==> config.mk <==
export PLATFORM = sky130hd
export DESIGN_NAME = mem_port_arbiter
export DESIGN_NICKNAME = d
export VERILOG_FILES = /design/src/rtl/mem_port_arbiter.sv
export SDC_FILE = /design/constraint.sdc
export NUM_CORES = 1
export LEC_CHECK = 0
export CAP_MARGIN = 20
export CORE_AREA = 2 2 106 108
export CTS_CLUSTER_SIZE = 30
export DETAILED_ROUTE_END_ITERATION = 8
export DIE_AREA = 0 0 108 110
export PLACE_DENSITY = 0.71
export SKIP_LAST_GASP = 1
export SLEW_MARGIN = 10
export SYNTH_ARGS = -nofsm -noshare
export SYNTH_HDL_FRONTEND = slang
export SYNTH_SLANG_ARGS = --single-unit
==> constraint.sdc <==
create_clock -name clk -period 2.9 [get_ports clk]
set_input_delay 0.58 -clock clk [delete_from_list [all_inputs] [get_ports clk]]
set_output_delay 0.58 -clock clk [all_outputs]
set_load 0.02 [all_outputs]
==> src/rtl/mem_port_arbiter.sv <==
// Arbitrates the single unified DataMem port between instruction fetch and the load/store stage.
// One access is issued per MEM_LAT cycles; data wins contention unless fetch has been starved STARVE_MAX times.
module mem_port_arbiter #(
  parameter int          MEM_LAT    = 2,
  parameter logic [31:0] DATA_BASE  = 32'd48,
  parameter int          STARVE_MAX = 3
) (
  input  logic        clk,
  input  logic        rst,
  input  logic        if_req,
  input  logic [31:0] if_addr,
  input  logic        if_flush,
  output logic        if_gnt,
  output logic        if_rvalid,
  output logic [31:0] if_rdata,
  input  logic        d_req,
  input  logic        d_we,
  input  logic [31:0] d_addr,
  input  logic [2:0]  d_func3,
  input  logic [31:0] d_wdata,
  output logic        d_gnt,
  output logic        d_done,
  output logic [31:0] d_rdata,
  output logic        mem_en,
  output logic        mem_we,
  output logic [31:0] mem_addr,
  output logic [2:0]  mem_func3,
  output logic [31:0] mem_wdata,
  input  logic [31:0] mem_rdata,
  output logic        busy
);

  typedef enum logic [1:0] {
    IDLE    = 2'd0,
    BUSY_IF = 2'd1,
    BUSY_D  = 2'd2
  } state_t;

  localparam logic [1:0] LAT_LOAD   = 2'(MEM_LAT - 1);
  localparam logic [3:0] STARVE_LIM = 4'(STARVE_MAX);
  localparam logic [2:0] WORD_FUNC3 = 3'b010;

  state_t      state, state_nxt;
  logic [1:0]  lat_cnt, lat_cnt_nxt;
  logic [3:0]  starve_cnt, starve_cnt_nxt;
  logic        flush_pend, flush_pend_nxt;

  logic        complete;
  logic        can_issue;
  logic        if_wins;

  function automatic logic [31:0] fetch_addr(input logic [31:0] a);
    return {a[31:1], 1'b0};
  endfunction

  function automatic logic [31:0] data_addr(input logic [31:0] a);
    return a + DATA_BASE;
  endfunction

  always_ff @(posedge clk or negedge rst) begin
    if (!rst) begin
      state      <= IDLE;
      lat_cnt    <= 2'd0;
      starve_cnt <= 4'd0;
      flush_pend <= 1'b0;
    end else begin
      state      <= state_nxt;
      lat_cnt    <= lat_cnt_nxt;
      starve_cnt <= starve_cnt_nxt;
      flush_pend <= flush_pend_nxt;
    end
  end

  always_comb begin
    state_nxt      = state;
    lat_cnt_nxt    = lat_cnt;
    starve_cnt_nxt = starve_cnt;
    flush_pend_nxt = flush_pend;
    if_gnt         = 1'b0;
    d_gnt          = 1'b0;
    mem_en         = 1'b0;
    mem_we         = 1'b0;
    mem_addr       = 32'd0;
    mem_func3      = 3'd0;
    mem_wdata      = 32'd0;
    if_rvalid      = 1'b0;
    d_done         = 1'b0;
    if_rdata       = 32'd0;
    d_rdata        = 32'd0;

    busy      = (state != IDLE);
    complete  = (state != IDLE) && (lat_cnt == 2'd0);
    // The completion cycle doubles as the next issue slot; rst gates grants while reset is held.
    can_issue = rst && ((state == IDLE) || complete);
    if_wins   = if_req && (!d_req || (starve_cnt == STARVE_LIM));

    if (can_issue) begin
      if_gnt = if_wins;
      d_gnt  = d_req && !if_wins;
    end

    if (complete && (state == BUSY_IF) && !flush_pend && !if_flush) begin
      if_rvalid = 1'b1;
      if_rdata  = mem_rdata;
    end
    if (complete && (state == BUSY_D)) begin
      d_done  = 1'b1;
      d_rdata = mem_rdata;
    end

    if (if_gnt) begin
      mem_en    = 1'b1;
      mem_addr  = fetch_addr(if_addr);
      mem_func3 = WORD_FUNC3;
    end else if (d_gnt) begin
      mem_en    = 1'b1;
      mem_we    = d_we;
      mem_addr  = data_addr(d_addr);
      mem_func3 = d_func3;
      mem_wdata = d_wdata;
    end

    if (if_gnt) begin
      state_nxt   = BUSY_IF;
      lat_cnt_nxt = LAT_LOAD;
    end else if (d_gnt) begin
      state_nxt   = BUSY_D;
      lat_cnt_nxt = LAT_LOAD;
    end else if (complete) begin
      state_nxt   = IDLE;
      lat_cnt_nxt = 2'd0;
    end else if (state != IDLE) begin
      lat_cnt_nxt = lat_cnt - 2'd1;
    end

    // A flush in the issue slot only marks a fetch granted in that same slot.
    if (can_issue) begin
      flush_pend_nxt = if_gnt && if_flush;
    end else if ((state == BUSY_IF) && if_flush) begin
      flush_pend_nxt = 1'b1;
    end

    if (if_gnt || !if_req) begin
      starve_cnt_nxt = 4'd0;
    end else if (d_gnt && (starve_cnt != STARVE_LIM)) begin
      starve_cnt_nxt = starve_cnt + 4'd1;
    end
  end

endmodule
==> impl_results.md <==
- Status: complete, but fails checks
- Violated checks: setup timing
- Hold-fix buffer count after cts: 0
- Setup WS post-layout: -67.9 ps
- CTS root buf: clkbuf_8
- Slew at the pin closest to its max-slew limit: 345 ps
- ANT cells: 0
- Global Route Usage Sum: 18.6%
- Num CTS Buffers: 3
- Post-layout power: 1.92 mW
- Area Overhead vs Synth: 169%
- Detailed Place HPWL: 9810 um
- Layout cells sized above 1: 25.3%
- Cell count after placement: 778
- # rows: 38
- Sequential Power Share: 9.6%
- RePlAce Congestion: 0.860
- Most frequently used flop master after synthesis: dfrtp_1
- Routed Antenna Nets: 0
- Leak pwr: slightly below 3 nW
- Worst path required time: 2320 ps
- Worst Setup End Kind: output pin
- Rel. slew slack: 76.8%
- Gr ovfl total: 0
- Post-Syn Nets: 457
- Core area: 10700 um2
- Combinational share of power: roughly 83%
- Deepest clock path buffer count: 2
- Placed inst area: 5490 um2
- Drt via density: 4.65
- Final Cycle Share: 102%
- Synth Area in Adders: 1.17%
- Global-route wire length before repair: 17800 um
- Wire per inst: 15.6 um
- Vias in the first global route: 3771
- Largest family of logic cells by synthesized area: simple AND/OR/NAND/NOR gates
- Die Footprint: roughly 12000 um2
- Hold Crit Class: in2async
- Buffers on Ports: 273
- Synth cell types: 43
- Largest net degree at the start of global routing: 34
- Critical path startpoint category: primary input
- Multi-input combinational cell area: 1930 um2
- Post-route DRC violation count: 0
- Final setup viols: 6
- Die Span X: between 100 and 150 um
- Critical path type: in2out
- DRT iter0 DRCs: between 60 and 70
- Minimum clock period after layout: 2970 ps
- Final wirelength: 12500 um
- Avg Synthesized Cell Area: 6.72 um2
- Fillers: 1029
- Switching Share: 45.3%
- Worst-path clk slew: 40 ps
- Worst-Skew Late Latency: around 230 ps
- Post-synth EDFFs: 0
- P_int: between 1 and 1.5 mW
- Power Density: 335 nW/um2
- Clock sinks: 9
- Post-Synthesis Cells: 318
- VDD IR max: 0.214 mV
- Mux cell area share after synthesis: 0%
- Compound-cell area share of the yosys netlist: 18.6%
- Starting Density: 20.0%
- Simple-gate share of the synthesized area: between 50% and 60%
- Ys Warns: 0
- CP arrival: 2390 ps
- Vert. Die Dim: 110 um
- Reg2reg path depth: 8
- Layout Skew: 0.664 ps
- Register area: 225 um2
- Design area: 5740 um2
- I/O Pins: 275
- Final design utilization: about 54%
- Crit-path max FO: 8
- Worst reg2reg setup slack: 890 ps
- Place WS: -963 ps
- Net load switching power: 0.870 mW
- Setup TNS: -96.8 ps
- Initial antenna violation count: 0
- Nets: 801
- Final Hold Fails: 0
- Non-Filler Instances: 801
- DR vias: 3723
- Ys async rst share: 100%
- Xor/xnor cell area share of the yosys netlist: 5.33%
- Fmax: around 340 MHz
- Worst R2R End: lat_cnt[1]
- Cell Area, Synth: 2140 um2
- Flop and latch count out of synthesis: 9
- Register area share after synthesis: a little over a tenth
- Clock share of power: between 7 and 8%
- Slew Limit Fails: 0
- R2R Path Start: starve_cnt[1]
- Unrepaired setup endpoints after global routing: true
- Htree depth: 1
- CTS tree: yes
- Drt pass-1 iters: 4
- Worst hold slack: 333 ps
- Max-Cap Viols: 0
## synthesized netlist by cell type (2+ instances only)
cell	number	area share, %
and2_1	100	29
nand2_1	35	6.2
nand3_1	16	3.7
clkbuf_1	14	2.5
o21ai_1	14	3.3
inv_1	11	1.9
xnor2_1	11	4.5
or4_1	10	3.5
dfrtp_1	9	11
o211ai_1	9	3.2
nor2_1	8	1.4
nor4_1	8	2.3
a21oi_1	6	1.4
nand4_1	6	1.8
a211o_1	5	2.1
a22o_1	5	2.1
buf_2	4	0.94
nor3_1	4	0.94
o211a_1	4	1.9
a21o_1	3	1.1
and3_1	3	0.88
nand2b_1	3	0.88
buf_6	2	1.1
ha_1	2	1.2
nand3b_1	2	0.70
nand4b_1	2	0.82
nor3b_1	2	0.70
o21ai_0	2	0.47
or3_1	2	0.59
or4_4	2	1.1
xor2_1	2	0.82
## area by class of cell
cell class                 count  area share, %
tap                          140           3.05
multi-input combinational    277           33.6
inverter                      12          0.915
clock buffer                   4          0.785
sequential                     9           3.92
timing repair buffer         359           57.8
## cells by family (layout without fill, tap and decap cells)
logic type	after synthesis	in the layout
simple gates	208	208
compound gates	54	54
buf+inv	32	375
xor+xnor	13	13
flops	9	9
fa+ha+maj	2	2
## worst max-delay path, cell delays in order
cell	delay [ps]
buf_6	80
inv_4	30
ha_4	140
nand3b_1	170
or4_4	600
buf_6	160
o211a_1	200
a211o_1	270
buf_6	150
## worst max path at each step
stage,start,to,slack (ps),cells past startpoint
floorplan,d_addr[4],mem_addr[28],10,7
global placement,d_addr[4],mem_addr[22],-940,8
detailed placement,d_addr[4],mem_addr[22],-960,8
CTS,if_req,mem_addr[21],-70,8
global route,d_addr[5],mem_addr[28],-120,9
finish,d_addr[5],mem_addr[28],-70,9
## power groups by stage
| stage | registers (mW) | logic, mW | clock network [mW] |
|---|---|---|---|
| final | 0.184 | 1.59 | 0.144 |
| after global routing | 0.186 | 1.70 | 0.153 |
| after CTS | 0.181 | 1.58 | 0.148 |
| after detailed placement | 0.181 | 1.61 | 0 |
| after global placement | 0.179 | 1.59 | 0 |
| after floorplan | 0.178 | 0.702 | 0 |
## per-layer routing
layer	global-route usage (%)	share of wire (%)	vias to the layer above
li1	-	-	1798
met1	18.4	35	1698
met2	37.7	53	205
met3	4.64	10	22
met4	5.49	2.4	0
met5	0	0	-
## registers in the layout, indices dropped and copies added (netlist names)
name / cells
starve_cnt: 4
lat_cnt: 2
state: 2
flush_pend: 1
## cells in the final DEF (no fill, tap or decap), types with 3 or more instances in the layout
cell             synthesis  final
clkbuf_8                 0      3
nand2b_1                 3      3
and3_1                   3      3
nand4_1                  6      6
inv_1                   11      9
buf_6                    2     21
nor4_1                   8      5
and2_1                 100    100
or4_4                    2     10
dlygate4sd2_1            0     49
a21o_1                   3      3
a22o_1                   5      5
clkdlybuf4s50_1          0    160
buf_4                    0     78
a211o_1                  5      5
nand3_4                  1      4
buf_2                    4     16
dlymetal6s2s_1           0     18
nand3_2                  0      6
dfrtp_1                  9      9
o21ai_1                 14     14
inv_4                    0      3
xnor2_1                 11     11
nand3_1                 16      7
o211a_1                  4      4
nand2_1                 35     35
nor3_1                   4      4
o211ai_1                 9      9
nor2_1                   8      8
clkbuf_2                 0     12
a21oi_1                  6      6
## repair_timing
item / 4_1_cts / 5_1_grt
gates cloned: 1 / 1
gates resized for setup: 228 / 87
setup buffers: 14 / 3
pin swaps: 15 / 19
setup endpoints to repair: 102 / 68
hold endpoints to repair: 0 / 0
Power figures use the tool's default switching activity.
